File: src/rtl/dds_pkg.sv
// Shared constants for the DDS phase-to-amplitude path: dither LFSR, quadrant codes,
// midscale helper and the quarter-wave sine generator used to fill the ROM.
package dds_pkg;

  localparam logic [15:0] LFSR_SEED = 16'hACE1;
  // Right-shift Galois form of x^16+x^14+x^13+x^11+1
  localparam logic [15:0] LFSR_TAPS = 16'hB400;

  localparam logic [1:0] Q0 = 2'd0;
  localparam logic [1:0] Q1 = 2'd1;
  localparam logic [1:0] Q2 = 2'd2;
  localparam logic [1:0] Q3 = 2'd3;

  function automatic int mid(input int w);
    return 1 << (w - 1);
  endfunction

  // round((2^(w-1)-1) * sin((i+0.5)*pi/2^(a+1))), sine by Taylor series over [0, pi/2]
  function automatic int quarter_sine(input int i, input int a, input int w);
    real x;
    real term;
    real sum;
    x    = (real'(i) + 0.5) * 3.14159265358979323846 / real'(2 ** (a + 1));
    term = x;
    sum  = x;
    for (int k = 1; k < 12; k++) begin
      term = -term * x * x / real'((2 * k) * (2 * k + 1));
      sum  = sum + term;
    end
    return $rtoi(real'(mid(w) - 1) * sum + 0.5);
  endfunction

endpackage

File: src/rtl/dds_sine_quarter_rom.sv
// Quarter-wave sine ROM with registered read; this register is pipeline stage S2.
module dds_sine_quarter_rom
  import dds_pkg::*;
#(
  parameter int A = 8,
  parameter int W = 8
) (
  input  logic         clk,
  input  logic [A-1:0] addr,
  output logic [W-2:0] data
);

  localparam int LW = W - 1;

  logic [W-2:0] rom [2**A];

  for (genvar gi = 0; gi < 2**A; gi++) begin : g_rom
    assign rom[gi] = LW'(quarter_sine(gi, A, W));
  end

  always_ff @(posedge clk) begin
    data <= rom[addr];
  end

endmodule

File: src/rtl/dds_phase_to_amplitude.sv
// Phase word to offset-binary sine amplitude, 3-stage pipeline (mirror, ROM, sign).
// Define DDS_PHASE_DITHER_EN to add LFSR dither to the dropped low phase bits.
module dds_phase_to_amplitude
  import dds_pkg::*;
#(
  parameter int M = 14,
  parameter int A = 8,
  parameter int W = 8
) (
  input  logic         clk,
  input  logic         rst,
  input  logic         en,
  input  logic [M-1:0] phase,
  input  logic         phase_valid,
  output logic [W-1:0] amp,
  output logic         amp_valid
);

  localparam int F = M - 2 - A;
  localparam logic [W-1:0] MID = W'(mid(W));

  logic         accept;
  logic [M-1:0] phase_eff;
  logic [1:0]   q;
  logic [A-1:0] addr;

  assign accept = en && phase_valid;

`ifdef DDS_PHASE_DITHER_EN
  localparam logic [15:0] DITHER_MASK = 16'((1 << F) - 1);

  logic [15:0] lfsr_reg;
  logic [15:0] lfsr_next;

  always_comb begin
    lfsr_next = {1'b0, lfsr_reg[15:1]} ^ (lfsr_reg[0] ? LFSR_TAPS : 16'h0000);
  end

  always_ff @(posedge clk) begin
    if (rst) begin
      lfsr_reg <= LFSR_SEED;
    end else if (accept) begin
      lfsr_reg <= lfsr_next;
    end
  end

  // Modulo-2^M add: a dithered all-ones phase simply wraps into quadrant 0
  assign phase_eff = phase + M'(lfsr_reg & DITHER_MASK);
`else
  assign phase_eff = phase;
`endif

  assign q    = phase_eff[M-1:M-2];
  assign addr = phase_eff[M-3:M-2-A];

  if (F > 0) begin : g_low
    logic unused_low;
    assign unused_low = ^phase_eff[F-1:0];
  end

  // S1: quadrant capture and address mirroring for the falling quarters
  logic [1:0]   q1_reg;
  logic [A-1:0] addr1_reg;
  logic         v1_reg;

  always_ff @(posedge clk) begin
    if (rst) begin
      v1_reg <= 1'b0;
    end else begin
      v1_reg <= accept;
    end
    if (accept) begin
      q1_reg    <= q;
      addr1_reg <= (q == Q1 || q == Q3) ? ~addr : addr;
    end
  end

  // S2: ROM lookup, quadrant carried alongside
  logic [W-2:0] level;
  logic [1:0]   q2_reg;
  logic         v2_reg;

  dds_sine_quarter_rom #(
    .A (A),
    .W (W)
  ) u_rom (
    .clk  (clk),
    .addr (addr1_reg),
    .data (level)
  );

  always_ff @(posedge clk) begin
    if (rst) begin
      v2_reg <= 1'b0;
    end else begin
      v2_reg <= v1_reg;
    end
    q2_reg <= q1_reg;
  end

  // S3: negative half sits just below midscale so the two halves sum to full scale
  logic [W-1:0] level_ext;
  assign level_ext = {1'b0, level};

  always_ff @(posedge clk) begin
    if (rst) begin
      amp       <= MID;
      amp_valid <= 1'b0;
    end else begin
      amp_valid <= v2_reg;
      if (v2_reg) begin
        amp <= (q2_reg == Q2 || q2_reg == Q3) ? (MID - W'(1) - level_ext) : (MID + level_ext);
      end
    end
  end

endmodule

File: config.mk
export PLATFORM = sky130hd
export DESIGN_NAME = dds_phase_to_amplitude
export DESIGN_NICKNAME = d
export VERILOG_FILES = /design/src/rtl/dds_pkg.sv /design/src/rtl/dds_sine_quarter_rom.sv /design/src/rtl/dds_phase_to_amplitude.sv
export SDC_FILE = /design/constraint.sdc
export NUM_CORES = 1
export LEC_CHECK = 0
export CORE_ASPECT_RATIO = 0.9
export CORE_UTILIZATION = 40
export DETAILED_ROUTE_END_ITERATION = 12
export SYNTH_ARGS = -nofsm -noshare
export SYNTH_HDL_FRONTEND = slang
export SYNTH_SLANG_ARGS = --single-unit
File: constraint.sdc
create_clock -name clk -period 4.9 [get_ports clk]
set_input_delay 0.98 -clock clk [delete_from_list [all_inputs] [get_ports clk]]
set_output_delay 0.98 -clock clk [all_outputs]
set_load 0.02 [all_outputs]
Word level (Yosys, flattened, before mapping)
Memory sizes are Yosys's and may differ from the RTL's. A register that Yosys moved wholly into a read port is not among the register bits.
Index checks and enable logic that the tools add are counted.
{"block": "op_classes", "addsub": 2, "n_mul": 0, "div_mod_pow": 0, "magnitude_cmp": 0, "n_eq_ne": 4, "n_shift": 0, "mux": 2, "bitwise": 2, "reduce_logical": 3}
{"operator": "$mux 8", "count": 2}
{"operator": "$not 8->9", "count": 1}
{"operator": "$add 8x7->8 const A", "count": 1}
{"operator": "$not 8->8", "count": 1}
{"operator": "$sub 7x7->8 const A", "count": 1}
{"operator": "$eq 2x2->1 const B", "count": 3}
{"operator": "$eq 2x1->1 const B", "count": 1}
{"operator": "$logic_or 1x1->1", "count": 2}
{"operator": "$logic_and 1x1->1", "count": 1}
{"block": "totals", "ff_bits": 23, "latch_bits": 0, "mem_bits_rw": 0, "mem_bits_ro": 1792, "input_bits": 18, "output_inout_bits": 9, "elab_cells": 21, "memories": 1}
{"memory": "(no name shown)", "words": 256, "word_bits": 7, "read_ports": 1, "rd_clocked_by_memory_dff": 1, "write_ports": 0, "line_no": "dds_sine_quarter_rom.sv:22", "rtl": "data <= rom[addr];"}

Longest topological paths before layout
Gate-level depths: netlist of run 1.
{"block": "depth", "ltp_word": 3, "mapped_depth": 10}

Modules after synthesis
Synthesis of run 1 repeated with hierarchy kept, for this count alone.
{"block": "unflattened", "cells_unflattened": 268, "area_unflattened_um2": 2202.1}
{"mod": "dds_sine_quarter_rom", "instances": 1, "cells_each": 206, "area_per_inst_um2": 1400.1, "seq_area_each_um2": 140.1}
{"mod": "dds_phase_to_amplitude", "instances": 1, "cells_each": 62, "area_per_inst_um2": 802.0, "seq_area_each_um2": 510.5}

Worst setup path before layout of run 1
OpenSTA, ideal clock, no wires.
{"block": "synth_timing", "path_kind": "register -> register", "from": "register addr1_reg[1]", "to": "register u_rom.data[1]", "setup_time_ns": 0.122, "t_arrival_ns": 2.211, "setup_slack_ns": 2.567, "stages_incl_launch_ff": 11, "synth_period_minus_slack_ns": 2.333, "path_cell_list": "edfxtp_1 buf_4 inv_1 ha_1 inv_1 ha_1 nor2b_1 a311oi_1 a21oi_1 o2111a_1 o32a_1"}
{"block": "synth_between", "elab_chain_cells": 1}
{"item": "start, declared", "line_no": "dds_phase_to_amplitude.sv:63", "rtl": "logic [A-1:0] addr1_reg;"}
{"item": "start signal, assigned", "line_no": "dds_phase_to_amplitude.sv:74", "rtl": "addr1_reg <= (q == Q1 || q == Q3) ? ~addr : addr;"}
{"item": "$not 8->9 (implied by the code)", "line_no": "dds_sine_quarter_rom.sv:22"}
{"item": "end, declared", "line_no": "dds_sine_quarter_rom.sv:10", "rtl": "output logic [W-2:0] data"}
Every way passes these cells.
A chain may end at the register's enable or synchronous reset.

Worst setup path after layout of run 1
Same ends and word-level chain as after synthesis.

==> results.py, run 1 <==
metrics = {
    "finish": {
        "most_common_cell_after_layout_fill_and_taps_aside": "a21oi_1",
        "num_antenna_cells": 0,
        "most-common-layout-cells": "a21oi_1 (25), clkdlybuf4s50_1 (22), o21ai_0 (19), dfxtp_1 (19), nor2_1 (18)",
        "nNetsFinal": 296,
        "layout-drive-gt1-share_pct": 5.64,
        "post-route-cell-area_um2": 2430,
        "area_growth_syn_to_layout_pct": 10.0,
    },
    "sta": {
        "grt_setup_unrepaired": "false",
        "remaining_max_slew_budget_at_the_tightest_pin_pct": 47.3,
        "fin_clk_skew_ns": 0.00333,
        "slew_violations": 0,
        "min_period_ns": 2.79,
        "finalSetupViolCount": 0,
        "fin_tns_setup_ns": 0,
        "layout_worst_path_cycle_share_pct": 57.0,
        "worst_pin_slew_ns": 0.791,
        "fmax_achieved_ghz": 0.358,
        "timing_hold_violations_final": 0,
    },
    "floorplanning": {
        "design.core.area_um2": 5290,
        "die_area_um2": 5820,
        "initial_utilization_pct": 41.7,
        "core.rowCount": 25,
        "boundaryPins": 27,
        "die_height_um": 72.5,
        "die-width_um": 80.3,
    },
    "clocking": {
        "tritoncts": "built",
        "cts_setup_buffers": 0,
        "max-clock-path-buffers": 2,
        "cts_max_level": 1,
        "holdBufCountCts": 0,
        "clk_transition_reported_paths_ns": 0.09,
        "cts.sink_count": 28,
        "clock_insertion_delay_worst_skew_ns": 0.27,
        "post_cts_resized": 0,
        "cts_buffers": 3,
        "clockRootBuffer": "clkbuf_8",
    },
    "global_routing": {
        "grt_first_pass_wirelength_mm": 8.38,
        "vias_in_the_first_global_route": 1732,
        "global_route.overflow_total": 0,
        "maximum_number_of_pins_on_one_net_before_global_route_repair": 49,
        "grt_antenna_before_repair": 0,
        "grt_use_total_pct": 18.4,
    },
    "synthesis": {
        "yosysWarnings": 0,
        "synth_async_sr_flop_share_pct": 0,
        "dominantRegCellSynth": "dfxtp_1",
        "syn-cell-area_um2": 2210,
        "synth_cells": 262,
        "number_of_synthesized_flops_with_an_enable_pin": 9,
        "synth_seq_cells": 28,
        "postSynthNetCount": 291,
        "netlist-cell-type-count": 58,
        "synth.avg_cell_area_um2": 8.42,
        "synth_seq_area_share_pct": 29.5,
    },
    "detailed_routing": {
        "drt-vias-per-instance": 5.83,
        "first_iter_violations": 170,
        "ant_nets": 0,
        "drt_pre_antenna_iters": 4,
        "finalWirelength_mm": 5.06,
        "routedWlPerCell_um": 15.2,
        "vias": 1941,
        "drc_violations": 0,
    },
    "worst_setup_path": {
        "cp_arrival_ns": 2.94,
        "timing.critical_path.from_type": "flip-flop",
        "critical_path_buf_inv_count": 2,
        "critical_path.max_fanout": 16,
        "setup.worst_path.class": "flip-flop to flip-flop",
        "critical_path_required_ns": 5.05,
        "cp_cell_sequence": "inv_1 -> ha_1 -> inv_1 -> ha_1 -> nor2b_1 -> a311oi_1 -> a21oi_1 -> o2111a_1 -> o32a_1",
        "worst_path_largest_cell_delay_ns": 0.65,
        "critPathTopFamily": "compound AO/OA/AOI/OAI gates",
        "crit_path_top_delay_cell": "edfxtp_1",
        "worst_setup_path_end_kind": "flip-flop",
    },
    "power_and_ir_drop": {
        "p_int_mw": 0.403,
        "switchingPower_mw": 0.199,
        "p_leak_nw": 0.848,
        "totalPowerFinal_mw": 0.602,
        "swShare_pct": 33.1,
        "comb_power_share_pct": 32.5,
        "max-vdd-ir-drop_uv": 162,
        "cellPowerDensity_nw_per_um2": 248,
        "share_clk_of_total_power_pct": 20.3,
        "p_seq_share_pct": 47.2,
    },
    "status": {
        "run_status": "complete, no violations",
    },
    "place": {
        "gpl.final_weighted_congestion": 0.844,
        "dp_hpwl_mm": 3.43,
        "detailed_place.area_um2": 2380,
        "port_buffers": 22,
    },
    "job": {
        "max-cap-violations": 0,
    },
    "min_path": {
        "min-delay-path-class": "flip-flop to flip-flop",
    },
}
per-layer routing:
layer / GRT usage (%) / vias up / share of wire (%)
met2: 27.5 / 70 / 44
met5: 0 / - / 0
met1: 27.1 / 884 / 48
li1: - / 981 / -
met4: 4.17 / 0 / 1.1
met3: 3.52 / 6 / 6.8
logic make-up (layout without fill, tap and decap cells):
logic type	count (synthesis)	after routing	share of synthesized area (%)
muxes	2	2	1.13
DFF	28	28	29.5
buffers and inverters	34	38	8.34
AOI/OAI and AO/OA	99	99	32.0
adders and majority gates	11	11	6.24
and+or+nand+nor	72	72	16.4
xor gates and xnor gates	16	16	6.35
cell usage after synthesis (4+ instances only):
cell	count	area, µm²
a311oi_1	4	35.0
buf_4	5	37.5
nand3_1	10	50.1
a211oi_1	11	82.6
nand2_1	12	45.0
buf_2	9	45.0
xnor2_1	7	61.3
o21ai_0	19	95.1
a21oi_1	25	125
edfxtp_1	9	270
dfxtp_1	19	380
nor2b_1	11	68.8
clkbuf_1	8	30.0
ha_1	11	138
inv_1	7	26.3
nor2_1	18	67.6
xor2_1	9	78.8
nand2b_1	6	37.5
final cells by class:
class	instances	area, µm²
clock inverter	1	3.75
tap	67	83.8
timing repair buffer	25	243
sequential	28	651
inverter	9	33.8
fill	506	2860
clock buffer	3	41.3
multi-input combinational	200	1370
power by group through the flow:
stage	logic (mW)	clock network [mW]	registers (mW)
after floorplan	0.162	0	0.279
after global placement	0.194	0	0.290
after detailed placement	0.193	0	0.290
after CTS	0.194	0.128	0.285
after global routing	0.217	0.140	0.288
final	0.196	0.122	0.284
worst paths after layout:
kind | from | to | slack (ns) | cells after the start
setup / recovery | addr1_reg[1] | u_rom.data[1] | 2.11 | 9
hold / removal | q1_reg[1] | q2_reg[1] | 0.35 | 0
setup reg to reg | addr1_reg[1] | u_rom.data[1] | 2.11 | 9
hold reg to reg | q1_reg[1] | q2_reg[1] | 0.35 | 0
metrics by stage:
stage / utilization, % / cells / setup WS [ns] / hold WS [ns]
6_report: 45.9 / 333 / 2.11 / 0.351
5_1_grt: 45.9 / 333 / 2.02 / 0.359
4_1_cts: 45.9 / 333 / 2.18 / 0.354
3_5_place_dp: 45.1 / 329 / 2.20 / 0.332
3_3_place_gp: 45.1 / 329 / 2.20 / 0.326
2_1_floorplan: - / 262 / 2.57 / 0.323
(Power assumes the default switching activity.)
==> run 2: changes to the inputs <==
Clock period 4.9 ns to 2.2 ns, I/O delays scaled along.
==> results.py, run 2 (synthesis gave the netlist of run 1 again) <==
metrics = {
    "detailed_routing": {
        "ant_nets": 0,
        "drt_pre_antenna_iters": 5,
        "drc_violations": 0,
        "finalWirelength_mm": 5.57,
        "first_iter_violations": 189,
        "routedWlPerCell_um": 15.8,
        "drt-vias-per-instance": 5.90,
        "vias": 2083,
    },
    "min_path": {
        "worst_hold_path.num_cells": 0,
        "holdCritStartpoint": "q1_reg[1]",
        "min-delay-path-class": "flip-flop to flip-flop",
        "whs_endpoint": "q2_reg[1]",
    },
    "sta": {
        "fin_tns_setup_ns": 0,
        "grt_setup_unrepaired": "false",
        "slew_violations": 0,
        "worst_pin_slew_ns": 0.548,
        "fmax_achieved_ghz": 0.494,
        "layout_worst_path_cycle_share_pct": 92.1,
        "timing_hold_violations_final": 0,
        "min_period_ns": 2.03,
        "fin_clk_skew_ns": 0.00493,
        "remaining_max_slew_budget_at_the_tightest_pin_pct": 63.4,
        "finalSetupViolCount": 0,
    },
    "global_routing": {
        "global_route.usage.met1_pct": 29.8,
        "maximum_number_of_pins_on_one_net_before_global_route_repair": 50,
        "met3_usage_pct": 3.52,
        "grt_antenna_before_repair": 0,
        "grt_first_pass_wirelength_mm": 8.98,
        "vias_in_the_first_global_route": 1814,
        "gr-usage-met2_pct": 28.0,
        "global_route.peak_usage_layer": "met1",
        "global_route.overflow_total": 0,
        "grt_use_total_pct": 19.6,
    },
    "finish": {
        "layout-drive-gt1-share_pct": 12.9,
        "most-common-layout-cells": "a21oi_1 (25), clkdlybuf4s50_1 (22), buf_4 (22)",
        "non_filler_instance_count_after_layout": 353,
        "nNetsFinal": 316,
        "area_growth_syn_to_layout_pct": 18.0,
        "most_common_cell_after_layout_fill_and_taps_aside": "a21oi_1",
        "num_antenna_cells": 0,
    },
    "worst_setup_path": {
        "cp_arrival_ns": 2.18,
        "cp_cell_sequence": "inv_2 -> ha_4 -> inv_1 -> ha_1 -> nor2b_1 -> a311oi_1 -> a21oi_1 -> o2111a_1 -> o32a_1",
        "timing.critical_path.depth": 9,
        "critPathTopFamily": "compound AO/OA/AOI/OAI gates",
        "r2r.worst_path.cells": 9,
        "worst_path_largest_cell_delay_ns": 0.42,
        "setup.worst_path.class": "flip-flop to flip-flop",
        "timing.critical_path.from_type": "flip-flop",
        "worst_setup_path_end_kind": "flip-flop",
        "critical_path_required_ns": 2.35,
        "r2r_setup_slack_ns": 0.17,
        "critical_path_buf_inv_count": 2,
        "r2r-end": "u_rom.data[1]",
        "reg2reg_from": "addr1_reg[1]",
        "crit_path_top_delay_cell": "edfxtp_1",
        "critical_path.max_fanout": 4,
    },
    "power_and_ir_drop": {
        "p_int_mw": 0.942,
        "swShare_pct": 32.8,
        "totalPowerFinal_mw": 1.40,
        "share_clk_of_total_power_pct": 19.6,
        "switchingPower_mw": 0.459,
        "p_seq_share_pct": 44.3,
        "comb_power_share_pct": 36.1,
        "p_leak_nw": 0.947,
        "cellPowerDensity_nw_per_um2": 538,
        "max-vdd-ir-drop_uv": 327,
    },
    "clocking": {
        "clock_insertion_delay_worst_skew_ns": 0.27,
        "cts_buffers": 3,
        "cts.sink_count": 28,
        "clockRootBuffer": "clkbuf_8",
        "max-clock-path-buffers": 2,
        "tritoncts": "built",
        "cts_max_level": 1,
        "holdBufCountCts": 0,
        "clk_transition_reported_paths_ns": 0.09,
        "post_cts_resized": 0,
    },
    "floorplanning": {
        "die-width_um": 80.3,
        "core.rowCount": 25,
        "boundaryPins": 27,
        "design.core.area_um2": 5290,
        "die_area_um2": 5820,
        "initial_utilization_pct": 41.7,
        "die_height_um": 72.5,
    },
    "place": {
        "dp_hpwl_mm": 4.00,
        "gpl.final_weighted_congestion": 0.942,
        "port_buffers": 22,
        "place_inst": 346,
    },
    "status": {
        "run_status": "complete, no violations",
    },
    "job": {
        "max-cap-violations": 0,
    },
}
run 2: what timing repair did:
action	CTS	global route
buffers inserted	0	3
endpoints found under the setup margin	0	2
hold endpoints to repair	0	0
run 2: worst max-delay path by stage:
| stage | start | to | slack (ns) |
|---|---|---|---|
| CTS | addr1_reg[5] | u_rom.data[2] | 0.12 |
| finish | addr1_reg[1] | u_rom.data[1] | 0.17 |
| floorplan | addr1_reg[1] | u_rom.data[1] | 0.03 |
| detailed placement | addr1_reg[5] | u_rom.data[1] | 0.13 |
| global placement | addr1_reg[5] | u_rom.data[2] | 0.1 |
| global route | addr1_reg[1] | u_rom.data[1] | 0.04 |
run 2: per-layer routing:
layer	up-vias	share of wire (%)
li1	1017	-
met4	0	1.5
met2	83	44
met5	-	0
met1	973	49
met3	10	5.7
run 2: power groups by stage:
stage          sequential, mW  clock [mW]  combinational [mW]
4_1_cts                 0.624       0.288               0.490
5_1_grt                 0.625       0.306               0.555
2_1_floorplan           0.621           0               0.364
3_3_place_gp            0.636           0               0.488
3_5_place_dp            0.636           0               0.489
6_report                0.621       0.274               0.506
run 2: cell type report:
cell class | instances | area (µm²)
clock buffers | 4 | 45.0
fillers | 519 | 2680
inverters | 9 | 33.8
multi-input cells | 200 | 1380
flip-flops and latches | 28 | 651
well taps | 67 | 83.8
repair buffers | 45 | 405
run 2: metrics by stage:
step                      hold slack, ns  util (%)  cell area [µm²]  setup WS (ns)
after CTS                          0.354      48.8             2580          0.122
final                              0.351      49.2             2600          0.174
after floorplan                    0.323         -             2220         0.0280
after global placement             0.324      48.0             2530         0.0994
after detailed placement           0.332      48.0             2530          0.130
after global routing               0.359      49.2             2600         0.0431
run 2: worst register-to-register path, cell delays in order, from the launching register on:
cell and delay, ns:
edfxtp_1 0.42, inv_2 0.12, ha_4 0.14, inv_1 0.05
ha_1 0.28, nor2b_1 0.13, a311oi_1 0.21, a21oi_1 0.07
o2111a_1 0.14, o32a_1 0.34
